<file path="src/rtl/uart_tx_arbiter.sv">
// Round-robin arbiter sharing one uart_send block among three byte-stream requesters, packet-locked.
// Latency: req_valid -> grant +1, req_ready +2, uart_en +3 cycles; owners are held off (no req_ready) until the UART is idle.
module uart_tx_arbiter #(
  parameter int TIMEOUT_CYC = 15
) (
  input  logic        clk,
  input  logic        rst,
  input  logic [2:0]  req_valid,
  input  logic [23:0] req_data,
  input  logic [2:0]  req_last,
  output logic [2:0]  req_ready,
  output logic [2:0]  grant,
  output logic [2:0]  pkt_done,
  output logic        uart_en,
  output logic [7:0]  uart_din,
  input  logic        uart_tx_busy,
  output logic        err_timeout
);

  localparam int CW = $clog2(TIMEOUT_CYC + 1);

  typedef enum logic [2:0] {IDLE, LOAD, KICK, WAIT_HI, WAIT_LO} state_t;

  state_t          state;
  logic [1:0]      rr_ptr;
  logic [1:0]      owner;
  logic            last_q;
  logic [CW-1:0]   to_cnt;
  logic            win_vld;
  logic [1:0]      win_idx;

  function automatic logic [1:0] rr_idx(input logic [1:0] base, input int step);
    int s;
    s = (int'(base) + step) % 3;
    return s[1:0];
  endfunction

  function automatic logic [2:0] onehot(input logic [1:0] idx);
    return 3'b001 << idx;
  endfunction

  // first valid requester searching upward from the one after the last packet owner
  always_comb begin
    win_vld = 1'b0;
    win_idx = 2'd0;
    for (int k = 1; k <= 3; k++) begin
      if (!win_vld && req_valid[rr_idx(rr_ptr, k)]) begin
        win_vld = 1'b1;
        win_idx = rr_idx(rr_ptr, k);
      end
    end
  end

  always_ff @(posedge clk) begin
    if (rst) begin
      state       <= IDLE;
      rr_ptr      <= 2'd2;
      owner       <= 2'd0;
      last_q      <= 1'b0;
      to_cnt      <= '0;
      grant       <= '0;
      req_ready   <= '0;
      pkt_done    <= '0;
      uart_en     <= 1'b0;
      uart_din    <= '0;
      err_timeout <= 1'b0;
    end else begin
      req_ready <= '0;
      pkt_done  <= '0;
      uart_en   <= 1'b0;
      case (state)
        IDLE: begin
          if (!uart_tx_busy && win_vld) begin
            owner <= win_idx;
            grant <= onehot(win_idx);
            state <= LOAD;
          end
        end
        LOAD: begin
          if (req_valid[owner]) begin
            req_ready <= onehot(owner);
            uart_din  <= req_data[{owner, 3'b000} +: 8];
            last_q    <= req_last[owner];
            state     <= KICK;
          end
        end
        KICK: begin
          uart_en <= 1'b1;
          to_cnt  <= '0;
          state   <= WAIT_HI;
        end
        WAIT_HI: begin
          if (uart_tx_busy) begin
            state <= WAIT_LO;
          end else if (to_cnt == CW'(TIMEOUT_CYC - 1)) begin
            err_timeout <= 1'b1;
            state       <= WAIT_LO;
          end else begin
            to_cnt <= to_cnt + 1'b1;
          end
        end
        WAIT_LO: begin
          if (!uart_tx_busy) begin
            if (last_q) begin
              pkt_done <= onehot(owner);
              rr_ptr   <= owner;
              grant    <= '0;
              state    <= IDLE;
            end else begin
              state <= LOAD;
            end
          end
        end
        default: state <= IDLE;
      endcase
    end
  end

endmodule
</file>
<file path="config.mk">
export PLATFORM = sky130hd
export DESIGN_NAME = uart_tx_arbiter
export DESIGN_NICKNAME = d
export VERILOG_FILES = /design/src/rtl/uart_tx_arbiter.sv
export SDC_FILE = /design/constraint.sdc
export NUM_CORES = 1
export LEC_CHECK = 0
export ABC_AREA = 1
export CAP_MARGIN = 40
export CORE_MARGIN = 2
export CORE_UTILIZATION = 30
export DETAILED_ROUTE_END_ITERATION = 6
export PLACE_DENSITY = 0.65
export SLEW_MARGIN = 5
export SYNTH_ARGS = -nofsm -noshare
export SYNTH_HDL_FRONTEND = slang
export SYNTH_SLANG_ARGS = --single-unit
</file>
<file path="constraint.sdc">
create_clock -name clk -period 1.6 [get_ports clk]
set_input_delay 0.32 -clock clk [delete_from_list [all_inputs] [get_ports clk]]
set_output_delay 0.32 -clock clk [all_outputs]
set_load 0.05 [all_outputs]
</file>
==> results.md <==
- Most frequent cells after synthesis: nand2_1, dfxtp_1, inv_1, nor2_1, o21ai_0
- Final nets: 343
- IO buf count: 51
- Global Route Usage Sum: 0.148
- Layout cell share with drive strength beyond 1: 0.298
- Clock latency on the worst-skew pair: 0.28 ns
- Critical Path Max Stage Delay: 0.33 ns
- Residual antenna-violating net count after detailed routing: 0
- Non-filler cells in the finished layout: 375
- CP cell instances: inv_4 -> ha_2 -> inv_2 -> nand2_1 -> nand2_1 -> a21oi_4 -> nand3_4 -> nand2_2 -> nand2_2 -> nand2_2 -> nand2_1 -> nand2_1 -> nor2_1
- Largest net degree at the start of global routing: 20
- Mapped cell area: 0.00165 mm²
- Deepest clock path buffer count: 2
- Post-synth EDFFs: 0
- Cell Rows: 26
- Syn Inst Count: 233
- Worst Hold Path EP: grant[0]$_SDFFE_PP0P_
- Min-delay worst type: reg -> reg
- Asr flop ratio synth: 0
- Count leader, synth: nand2_1
- Reg2reg path depth: 13
- Synthesis-stage register bit count: 31
- Final Total Pwr: 0.00313 W
- P&R area growth vs syn: 55.7%
- Global-route wire length before repair: 7.31 mm
- Post-DP HPWL: 3.29 mm
- GPL Wtd Cong: 0.848
- Vias/cell: 4.69
- Die area: 0.00610 mm²
- CP max stage cell: dfxtp_2
- Total gr overflow: 0
- Area share of the largest cell type after synthesis: 0.377
- Largest fanout on the critical path: 4
- Ranking of synthesized cells by area: dfxtp_1, nand2_1, inv_1, a41oi_1, ha_1
- Num CTS Buffers: 5
- Post-synthesis average cell area: 7.07 µm²
- DR iter-0 viols: 75
- Maxcap violations: 0
- Number of global-route vias before repair: 1611
- RSZ-0062 raised after global routing: true
- Yosys top cell by area: dfxtp_1
- Reg-to-reg endpoint: state[1]$_SDFFE_PP0P_
- Fin crit period: 1.64 ns
- Pwr per Cell Area: 1220 mW/mm²
- Clock-pin slew on the worst setup and hold paths: 0.07 ns
- Worst hold stages: 2
- I/O Pins: 52
- Syn_nets: 272
- Fin crit share: 1.02
- Crit end category: register
- Min-delay src: grant[0]$_SDFFE_PP0P_
- Slew HR: 0.715
- CTS tree: yes
- Final WS setup: -0.0391 ns
- Top FF cell, synth: dfxtp_1
- Status: finished with violations
- Slew Viols, Final: 0
- Synthesis warning total: 0
- Die Y-Extent: 78.1 µm
- Data required, critical path: 1.77 ns
- Die Span X: 78.1 µm
- DR vias: 1760
- Filler instances: 532
- Peak supply drop: 748 µV
- LEAKAGE: 1.11 nW
- Ant diodes: 0
- H-tree Lvls: 2
- Violated checks: setup timing
- Critical path type: reg -> reg
- R2R setup slack: -0.04 ns
- Sink Count: 31
- Cts hold-fix bufs: 0
- Clock Skew: 0.00975 ns
- Worst Tran Pin Value: 0.426 ns
- RR Startpoint: rr_ptr[0]$_SDFFE_PP0P_
- WL final: 4.45 mm
- F_max: 0.610 GHz
- Count of different cell masters after synthesis: 25
- Placed cell count: 366
- Register area share after synthesis: 0.377
- WL/cell: 11.9 µm
- Final Hold Viols: 0
- DRC Markers: 0
- Initial Util: 0.317
- Most frequent cell on the critical path: nand2_1
- Initial antenna violation count: 0
- Startpoint types: register
- Root Driver: clkbuf_8
- # setup viols final: 3
- Crit path DAT: 1.81 ns
- Initial DRT Pass Iterations: 4
- Core Footprint: 0.00520 mm²
[layout make-up]
class                      count  area (µm²)  area share
clock buffer                   6        82.6      0.0322
clock inverter                 2        35.0      0.0137
inverter                      30         123      0.0478
multi-input combinational    166        1010       0.392
sequential                    31         626       0.244
tap                           70        87.6      0.0341
timing repair buffer          70         606       0.236
[report_power, final]
group	total [W]	internal [W]	leakage [nW]	switching (W)
combinational	0.00133	0.000477	0.794	0.000854
clock	0.000804	0.000504	0.0612	0.000300
sequential	0.000994	0.000907	0.253	0.0000869
[critical path, delay by kind of cell (launching register included)]
kind	cells	cell delay [ns]
adders and majority gates	1	0.22
buffers and inverters	2	0.10
DFF	1	0.33
AOI/OAI and AO/OA	1	0.20
and+or+nand+nor	9	0.66
[logic make-up after synthesis]
kind of cell | count (synthesis) | share of synthesized area
adders and majority gates | 6 | 0.0456
buffers and inverters | 36 | 0.0850
and+or+nand+nor | 117 | 0.330
AOI/OAI and AO/OA | 43 | 0.163
DFF | 31 | 0.377
[placed cells by master (no fill, tap or decap), types with 4 or more instances in the layout]
master	Yosys	layout
a21oi_1	10	8
a21oi_2	4	4
a41oi_1	9	9
buf_4	1	38
clkbuf_8	0	6
clkdlybuf4s50_1	0	32
dfxtp_1	31	29
inv_1	23	20
inv_2	7	7
nand2_1	62	57
nand2_2	5	8
nand3_1	11	10
nor2_1	17	16
nor3_1	9	8
o21ai_0	15	13
[layer usage]
layer	global-route usage	share of wire
met1	0.194	0.46
met2	0.235	0.46
met3	0.0437	0.070
met4	0.0474	0.0070
met5	0	0
[state kept, by name (all words and copies together) (netlist names)]
| register | count |
|---|---|
| pkt_done | 3 |
| err_timeout | 1 |
| uart_en | 1 |
| req_ready | 3 |
| uart_din | 8 |
| rr_ptr | 2 |
| owner | 2 |
| last_q | 1 |
| state | 3 |
| to_cnt | 4 |
| grant | 3 |
[how the worst max path moves through the flow]
| stage | cells after the start | end | startpoint | slack, ns |
|---|---|---|---|---|
| 5_1_grt | 9 | grant[0]$_SDFFE_PP0P_ | rr_ptr[0]$_SDFFE_PP0P_ | -0.13 |
| 2_1_floorplan | 12 | state[1]$_SDFFE_PP0P_ | rr_ptr[0]$_SDFFE_PP0P_ | 0.002 |
| 6_report | 13 | state[1]$_SDFFE_PP0P_ | rr_ptr[0]$_SDFFE_PP0P_ | -0.04 |
| 4_1_cts | 13 | state[0]$_SDFFE_PP0P_ | rr_ptr[1]$_SDFFE_PP1P_ | 0.003 |
| 3_3_place_gp | 12 | state[0]$_SDFFE_PP0P_ | req_valid[1] | -0.24 |
| 3_5_place_dp | 10 | state[0]$_SDFFE_PP0P_ | req_valid[1] | -0.23 |
[stage by stage]
stage	setup TNS [ns]	utilization	hold WS [ns]	setup WS, ns	instance area [µm²]
4_1_cts	0	0.471	0.481	0.00303	2450
3_3_place_gp	-2.91	0.443	0.462	-0.236	2310
6_report	-0.0751	0.493	0.474	-0.0391	2570
5_1_grt	-0.675	0.493	0.493	-0.130	2570
2_1_floorplan	0	-	0.398	0.00173	1650
3_5_place_dp	-3.11	0.443	0.469	-0.232	2310
[timing repair]
item | in CTS | in global routing
endpoints found under the hold margin | 0 | 0
buffers inserted | 0 | 1
pin swaps | 2 | 8
setup endpoints to repair | 8 | 16
gates resized for setup | 10 | 27
(Power assumes the default switching activity.)
